File: src/rtl/ws2812_frame_sched.sv
// Frame scheduler for an 8x8 WS2812 chain: arbitrates two pixel sources, sequences frames, enforces latch gap.
// Optional brightness reduction on cfg_data is enabled by defining WS_DIM_EN.
module ws2812_frame_sched #(
    parameter int NUM_PIX      = 64,
    parameter int PIX_W        = 6,
    parameter int PWR_WAIT_CYC = 1_000_000,
    parameter int GAP_CYC      = 15_000,
    parameter int TIMEOUT_CYC  = 2_000_000,
    parameter int DIM_SHIFT    = 3
) (
    input  logic             sys_clk,
    input  logic             sys_rst_n,
    input  logic [1:0]       req,
    input  logic [23:0]      src0_data,
    input  logic [23:0]      src1_data,
    input  logic             cfg_start,
    output logic             ws2812_start,
    output logic [PIX_W-1:0] cfg_num,
    output logic [23:0]      cfg_data,
    output logic             grant,
    output logic             busy,
    output logic             frame_done,
    output logic             err_timeout
);

    localparam int MAX_A   = (PWR_WAIT_CYC > GAP_CYC) ? PWR_WAIT_CYC : GAP_CYC;
    localparam int CNT_LIM = (MAX_A > TIMEOUT_CYC) ? MAX_A : TIMEOUT_CYC;
    localparam int CW      = $clog2(CNT_LIM + 1);

    localparam logic [CW-1:0]    PWR_LAST = CW'(PWR_WAIT_CYC - 1);
    localparam logic [CW-1:0]    GAP_LAST = CW'(GAP_CYC - 1);
    localparam logic [CW-1:0]    TO_LAST  = CW'(TIMEOUT_CYC - 1);
    localparam logic [PIX_W-1:0] PIX_LAST = PIX_W'(NUM_PIX - 1);

    typedef enum logic [2:0] {
        S_PWR   = 3'd0,
        S_IDLE  = 3'd1,
        S_START = 3'd2,
        S_XFER  = 3'd3,
        S_GAP   = 3'd4
    } state_t;

    state_t           state_q, state_d;
    logic [CW-1:0]    cnt_q, cnt_d;
    logic [PIX_W-1:0] num_q, num_d;
    logic [1:0]       pend_q, pend_d;
    logic             grant_q, grant_d;
    logic             last_q, last_d;
    logic             start_q, start_d;
    logic             busy_q, busy_d;
    logic             done_q, done_d;
    logic             err_q, err_d;
    logic             pick_s;
    logic [23:0]      sel_s;

    // Each colour byte shifted on its own so no bits leak between G, R and B.
    function automatic logic [23:0] dim_grb(input logic [23:0] w);
        logic [7:0] g, r, b;
        g = w[23:16] >> DIM_SHIFT;
        r = w[15:8]  >> DIM_SHIFT;
        b = w[7:0]   >> DIM_SHIFT;
        return {g, r, b};
    endfunction

    // State, counter, arbitration and output registers.
    always_ff @(posedge sys_clk or negedge sys_rst_n) begin
        if (!sys_rst_n) begin
            state_q <= S_PWR;
            cnt_q   <= '0;
            num_q   <= '0;
            pend_q  <= 2'b00;
            grant_q <= 1'b0;
            last_q  <= 1'b1;
            start_q <= 1'b0;
            busy_q  <= 1'b0;
            done_q  <= 1'b0;
            err_q   <= 1'b0;
        end else begin
            state_q <= state_d;
            cnt_q   <= cnt_d;
            num_q   <= num_d;
            pend_q  <= pend_d;
            grant_q <= grant_d;
            last_q  <= last_d;
            start_q <= start_d;
            busy_q  <= busy_d;
            done_q  <= done_d;
            err_q   <= err_d;
        end
    end

    // Round-robin pick: with both pending, prefer the source that did not finish last.
    always_comb begin
        if (pend_q == 2'b11) begin
            pick_s = ~last_q;
        end else begin
            pick_s = pend_q[1];
        end
    end

    // Next-state and datapath update.
    always_comb begin
        state_d = state_q;
        cnt_d   = cnt_q;
        num_d   = num_q;
        pend_d  = pend_q | req;
        grant_d = grant_q;
        last_d  = last_q;
        case (state_q)
            S_PWR: begin
                if (cnt_q == PWR_LAST) begin
                    cnt_d     = '0;
                    pend_d[0] = 1'b1;
                    state_d   = S_IDLE;
                end else begin
                    cnt_d = cnt_q + CW'(1);
                end
            end
            S_IDLE: begin
                if (pend_q != 2'b00) begin
                    grant_d        = pick_s;
                    pend_d[pick_s] = req[pick_s];
                    num_d          = '0;
                    cnt_d          = '0;
                    state_d        = S_START;
                end else begin
                    state_d = S_IDLE;
                end
            end
            S_START: begin
                cnt_d   = '0;
                state_d = S_XFER;
            end
            S_XFER: begin
                if (cfg_start) begin
                    cnt_d = '0;
                    if (num_q == PIX_LAST) begin
                        num_d   = '0;
                        last_d  = grant_q;
                        state_d = S_GAP;
                    end else begin
                        num_d = num_q + PIX_W'(1);
                    end
                end else if (cnt_q == TO_LAST) begin
                    cnt_d   = '0;
                    num_d   = '0;
                    state_d = S_GAP;
                end else begin
                    cnt_d = cnt_q + CW'(1);
                end
            end
            S_GAP: begin
                if (cnt_q == GAP_LAST) begin
                    cnt_d   = '0;
                    state_d = S_IDLE;
                end else begin
                    cnt_d = cnt_q + CW'(1);
                end
            end
            default: begin
                state_d = S_PWR;
                cnt_d   = '0;
                num_d   = '0;
            end
        endcase
    end

    // Output pulses; ws2812_start trails the START state by one cycle.
    always_comb begin
        start_d = (state_q == S_START);
        done_d  = (state_q == S_XFER) && cfg_start && (num_q == PIX_LAST);
        err_d   = (state_q == S_XFER) && !cfg_start && (cnt_q == TO_LAST);
        case (state_d)
            S_START, S_XFER, S_GAP: busy_d = 1'b1;
            default:                busy_d = 1'b0;
        endcase
    end

    assign sel_s = grant_q ? src1_data : src0_data;

`ifdef WS_DIM_EN
    assign cfg_data = dim_grb(sel_s);
`else
    assign cfg_data = sel_s;
`endif

    assign ws2812_start = start_q;
    assign cfg_num      = num_q;
    assign grant        = grant_q;
    assign busy         = busy_q;
    assign frame_done   = done_q;
    assign err_timeout  = err_q;

endmodule

File: config.mk
export PLATFORM = sky130hd
export DESIGN_NAME = ws2812_frame_sched
export DESIGN_NICKNAME = d
export VERILOG_FILES = /design/src/rtl/ws2812_frame_sched.sv
export SDC_FILE = /design/constraint.sdc
export NUM_CORES = 1
export LEC_CHECK = 0
export ABC_AREA = 1
export CAP_MARGIN = 20
export CORE_MARGIN = 1
export CORE_UTILIZATION = 38
export CTS_CLUSTER_DIAMETER = 50
export DETAILED_ROUTE_END_ITERATION = 6
export PLACE_DENSITY = 0.69
export SLEW_MARGIN = 15
export SYNTH_ARGS = -nofsm -noshare
export SYNTH_HDL_FRONTEND = slang
export SYNTH_SLANG_ARGS = --single-unit
File: constraint.sdc
create_clock -name sys_clk -period 4.6 [get_ports sys_clk]
set_input_delay 0.92 -clock sys_clk [delete_from_list [all_inputs] [get_ports sys_clk]]
set_output_delay 0.92 -clock sys_clk [all_outputs]
set_load 0.01 [all_outputs]
==> results of run 1 <==
cells in the final DEF, fill, tap and decap left out:
cell type          n
o22ai_1            3
bufinv_16          1
inv_1             43
ha_1               2
a21oi_1            2
inv_2              2
clkdlybuf4s50_1   86
xnor2_1            2
nand3_1           33
nor2_2            12
o21ai_0           11
clkbuf_8           5
o211ai_1           1
nand3b_1           2
dfrtp_1           37
buf_4              1
nand2_1          149
nor3_1             3
xor2_1             9
dfstp_2            1
or2_2              1
nand2_2            3
o21bai_1           1
nand3_2            1
nand4_1           13
nor2_8             1
nor2_1            59
clkinv_2           2
buf_2              1
nand3_4            1
logic make-up after synthesis:
logic type                 count (synthesis)
and+or+nand+nor                          278
buffers and inverters                     57
DFF                                       38
AOI/OAI and AO/OA                         18
xor gates and xnor gates                  11
adders and majority gates                  2
worst reg2reg max path, delay by kind of cell, from the launching register on:
kind / cells / cell delay, ps
AND/OR/NAND/NOR: 7 / 1150
flip-flops: 1 / 430
adder cells (fa/ha/maj): 1 / 330
power by group through the flow:
stage	clock (mW)	sequential (mW)	combinational (mW)
floorplan	0	0.342	0.0156
global placement	0	0.342	0.0886
detailed placement	0	0.342	0.0887
CTS	0.292	0.335	0.0893
global route	0.305	0.335	0.0959
finish	0.285	0.335	0.0879
per-layer routing:
layer	GRT usage	part of all wire	up-vias	wire length (um)
li1	-	-	1420	-
met1	0.270	0.46	1234	3250
met2	0.338	0.48	74	3350
met3	0.0447	0.042	9	297
met4	0.0693	0.014	0	99
met5	0	0	-	0
worst max-delay path by stage:
stage | slack (ps) | cells past startpoint | endpoint
after detailed placement | 1590 | 4 | cfg_data[7]
after floorplan | 2520 | 5 | cfg_data[10]
after CTS | 1590 | 4 | cfg_data[7]
after global placement | 1600 | 4 | cfg_data[7]
final | 1590 | 4 | cfg_data[7]
after global routing | 1520 | 4 | cfg_data[14]
through the flow:
stage	std cells	util	setup slack (ps)
after floorplan	404	-	2520
after global placement	557	0.541	1600
after detailed placement	557	0.541	1590
after CTS	565	0.558	1590
after global routing	565	0.558	1520
final	565	0.558	1590
flip-flops by register name, indices dropped and copies added (netlist names):
signal        cells
grant             1
state_q           3
ws2812_start      1
busy              1
cnt_q            21
err_timeout       1
last_q            1
frame_done        1
pend_q            2
cfg_num           6
area by class of cell:
type	instances	share of cell area
inverters	45	0.0466
clock inverters	3	0.0110
multi-input cells	309	0.393
repair buffers	88	0.241
clock buffers	5	0.0190
well taps	77	0.0266
flip-flops and latches	38	0.263
==> results.cfg, run 1 <==
[power]
pwr-share-seq = 0.474
power.net_switching_mw = 0.153
pwr-share-comb = 0.124
p_total_mw = 0.707
peakVddDrop_mv = 0.0921
powerDensity_mw_per_mm2 = 195
power.leakage_nw = 1.72
p_int_mw = 0.554
switching_share = 0.217
clockPowerShare = 0.402

[clock_tree]
post-cts-setup-buffers = 0
clk_latency_ps = 300
root_buffer = clkbuf_8
cts_tree = built
postCtsResizedCells = 0
clock_path_buffers = 2
cts_sinks = 38
path_clk_slew_ps = 70
numCtsBuffers = 5
cts_max_level = 2
cts_hold_buf = 0

[setup_path]
cp-startpoint = src1_data[7]
crit_arrival_ps = 2090
end_kind = primary output
cp_slowest_cell = clkdlybuf4s50_1
critPathRequiredTime_ps = 3680
r2r_end = cnt_q[20]
worstRegToRegCells = 8
crit_path_cell_trace = clkdlybuf4s50_1 -> nand2_1 -> nand2_1 -> clkdlybuf4s50_1
critical-path-top-delay-family = buffers and inverters
r2r_start = cnt_q[0]
critPathBufInv = 2
r2r_slack_ps = 2590
startpoint_type = input pin
path_class = input pin to primary output
path_max_fanout = 1
max_stage_delay_ps = 560

[floorplanning]
core_sq_mm = 0.00649
die_area_sq_mm = 0.00722
die_h_um = 85.0
pin_count = 88
rows = 29
dieWidth_um = 85.0
initial_utilization = 0.403

[logic_synthesis]
async_reset_ff_frac = 1.00
syn_nets = 459
synth_common_cells = nand2_1 (149), nor2_1 (59), inv_1 (43)
synthDistinctLibCells = 27
synthMuxAreaShare = 0
synth_flop_cell = dfrtp_1
synth_edf_count = 0
synth-compound-area-share = 0.0378
yosys-top-cells-area = dfrtp_1 (35%), nand2_1 (21%), nor2_1 (8.5%)
synth_fa_ha_area_frac = 0.00957
yosysWarnings = 0
synthSimpleGateAreaFrac = 0.461
syn_inst = 404
avgSynthCellArea_sq_um = 6.47
synth_xor_xnor_area_share = 0.0368
synth_top_family_by_area = simple AND/OR/NAND/NOR gates
synth_seq_area_share = 0.364
yosys.area.top_type_share = 0.354
synth_seq_cells = 38
yosysMostFrequentCell = nand2_1
yosys.area.top_type = dfrtp_1
syn_area_sq_mm = 0.00262

[place]
dpl.hpwl_um = 5420
placed_cell_area_sq_mm = 0.00352
gp_congestion = 0.878
portBuffers = 87

[global_route]
grt_pass1_vias = 2597
antenna_found_initial = 0
grt_usage = 0.206
grt_overflow = 0
grt_max_degree = 39
grt_first_pass_wirelength_um = 12000

[cells_and_area]
area_growth_pct = 38.6
multiInputGateArea_sq_mm = 0.00143
layout.nets = 542
fillers = 638
seq_area_sq_um = 952
drive_above_1_share = 0.0656
final_area_sq_mm = 0.00362
insertedDiodeCount = 0

[outcome]
status = complete, no violations

[job]
max-cap-violations = 0

[route]
vias_per_cell = 4.84
drtPass1Iterations = 7
ant_nets = 0
wl_um = 7000
drt-initial-drc-count = 187
drc = 0
wl_per_cell_um = 12.4
dr_total_vias = 2737

[sta]
finalSetupTns_ps = 0
hold_ws_ps = 504
post-route-period-util = 0.655
slew_headroom = 0.439
setup_viol_count_final = 0
fmax_mhz = 332
fin_crit_ps = 3010
finalClockSkew_ps = 6.58
hold_violations = 0
worst_pin_slew_ps = 841
finalMaxSlewViolations = 0
rsz0062_at_grt = false

[hold_path]
hold_start = pend_q[1]
worstHoldEndpoint = grant
min_path_cells = 2
hold_class = register to register
Note: power is estimated with default switching activity, not from simulation.
==> run 2, diff against run 1 <==
- PLACE_DENSITY: 0.69 -> 0.71
- clock period: 4.6 -> 2.64 ns (I/O delays scaled with it)
==> results.cfg, run 2 (synthesized netlist as in run 1, its figures left out) <==
[route]
drtPass1Iterations = 6
drc = 3
dr_total_vias = 2747
ant_nets = 0
wl_per_cell_um = 12.8
wl_um = 7270
vias_per_cell = 4.85
drt-initial-drc-count = 177

[setup_path]
crit_path_cell_trace = inv_1 -> buf_4 -> nand2_1 -> nand2_1 -> clkdlybuf4s50_1
crit_arrival_ps = 1690
cp_slowest_cell = clkdlybuf4s50_1
end_kind = primary output
startpoint_type = register
max_stage_delay_ps = 560
path_max_fanout = 25
critPathRequiredTime_ps = 2110
path_class = register to primary output
cpMostUsedCell = nand2_1

[sta]
finalSetupTns_ps = 0
slew_headroom = 0.442
finalMaxSlewViolations = 0
worst_pin_slew_ps = 837
post-route-period-util = 0.840
hold_violations = 0
finalClockSkew_ps = 5.31
setup_viol_count_final = 0
fin_crit_ps = 2220
rsz0062_at_grt = false
fmax_mhz = 451
layout_setup_ws_ps = 423

[global_route]
grt_overflow = 0
grt_max_degree = 39
grt_first_pass_wirelength_um = 12300
grt_usage = 0.213
antenna_found_initial = 0
grt_pass1_vias = 2653

[clock_tree]
post-cts-setup-buffers = 0
cts_tree = built
path_clk_slew_ps = 80
cts_hold_buf = 0
numCtsBuffers = 5
cts_max_level = 2
clk_latency_ps = 300
root_buffer = clkbuf_8
cts_sinks = 38
postCtsResizedCells = 0
clock_path_buffers = 2

[cells_and_area]
largest_register_ffs = 21
seq_area_sq_um = 952
final_cell_mix = nand2_1 (149), clkdlybuf4s50_1 (86), nor2_1 (59)
drive_above_1_share = 0.0675
layout.nets = 543
final_area_sq_mm = 0.00363
multiInputGateArea_sq_mm = 0.00143
insertedDiodeCount = 0
top_register = cnt_q
area_growth_pct = 38.9
fin_cells = 566
fillers = 624
utilization = 0.559
mostFrequentLayoutCell = nand2_1

[place]
dp.cells = 558
placed_cell_area_sq_mm = 0.00352
portBuffers = 87
gp_congestion = 0.877
dpl.hpwl_um = 5720
pre_cts_slack_ps = 422

[floorplanning]
die_h_um = 85.0
core_sq_mm = 0.00649
initial_utilization = 0.403
rows = 29
die_area_sq_mm = 0.00722
dieWidth_um = 85.0
pin_count = 88

[power]
peakVddDrop_mv = 0.166
powerDensity_mw_per_mm2 = 341
power.leakage_nw = 1.72

[hold_path]
hold_class = input pin to async pin

[outcome]
status = complete, but fails checks
failed_checks = design-rule violations

[job]
max-cap-violations = 0
==> run 2: cell types whose count changed in the layout (fill, tap and decap cells not counted) <==
cell   previous run  this run
buf_4             1         2
==> run 2: cell type report <==
type,count,area share
clock buffers,5,0.0189
inverters,45,0.0465
multi-input cells,309,0.392
flip-flops and latches,38,0.262
well taps,77,0.0265
repair buffers,89,0.243
clock inverters,3,0.0110
==> run 2: path summary, 6_finish.rpt <==
path,from,endpoint,slack [ps],cells past startpoint
hold reg to reg,state_q[2],ws2812_start,490,1
min in group sys_clk,state_q[2],ws2812_start,490,1
setup / recovery,grant,cfg_data[5],420,5
max in group asynchronous,sys_rst_n,state_q[0],1780,1
hold / removal,sys_rst_n,cnt_q[12],330,1
setup reg to reg,cnt_q[0],cnt_q[20],590,8
==> run 2: critical path, delay by kind of cell (launching register included) <==
| family | cells | cell delay (ps) |
|---|---|---|
| buffers and inverters | 3 | 860 |
| DFF | 1 | 380 |
| and+or+nand+nor | 2 | 150 |
==> run 2: power breakdown <==
part	switching [mW]	internal, mW
combinational	0.0503	0.104
clock	0.223	0.278
sequential	0.000574	0.583
total	0.274	0.965
==> run 2: routing by layer <==
layer | GRT usage | up-vias | part of all wire | wire, um
met5 | 0 | - | 0 | 0
met4 | 0.0555 | 0 | 0.014 | 99
met3 | 0.0428 | 8 | 0.043 | 309
met2 | 0.359 | 53 | 0.49 | 3590
met1 | 0.280 | 1258 | 0.45 | 3270
li1 | - | 1428 | - | -
==> run 2: metrics by stage <==
step	power, mW	hold slack (ps)
after floorplan	0.622	232
after global placement	0.750	475
after detailed placement	0.751	484
after CTS	1.25	368
after global routing	1.28	412
final	1.24	326
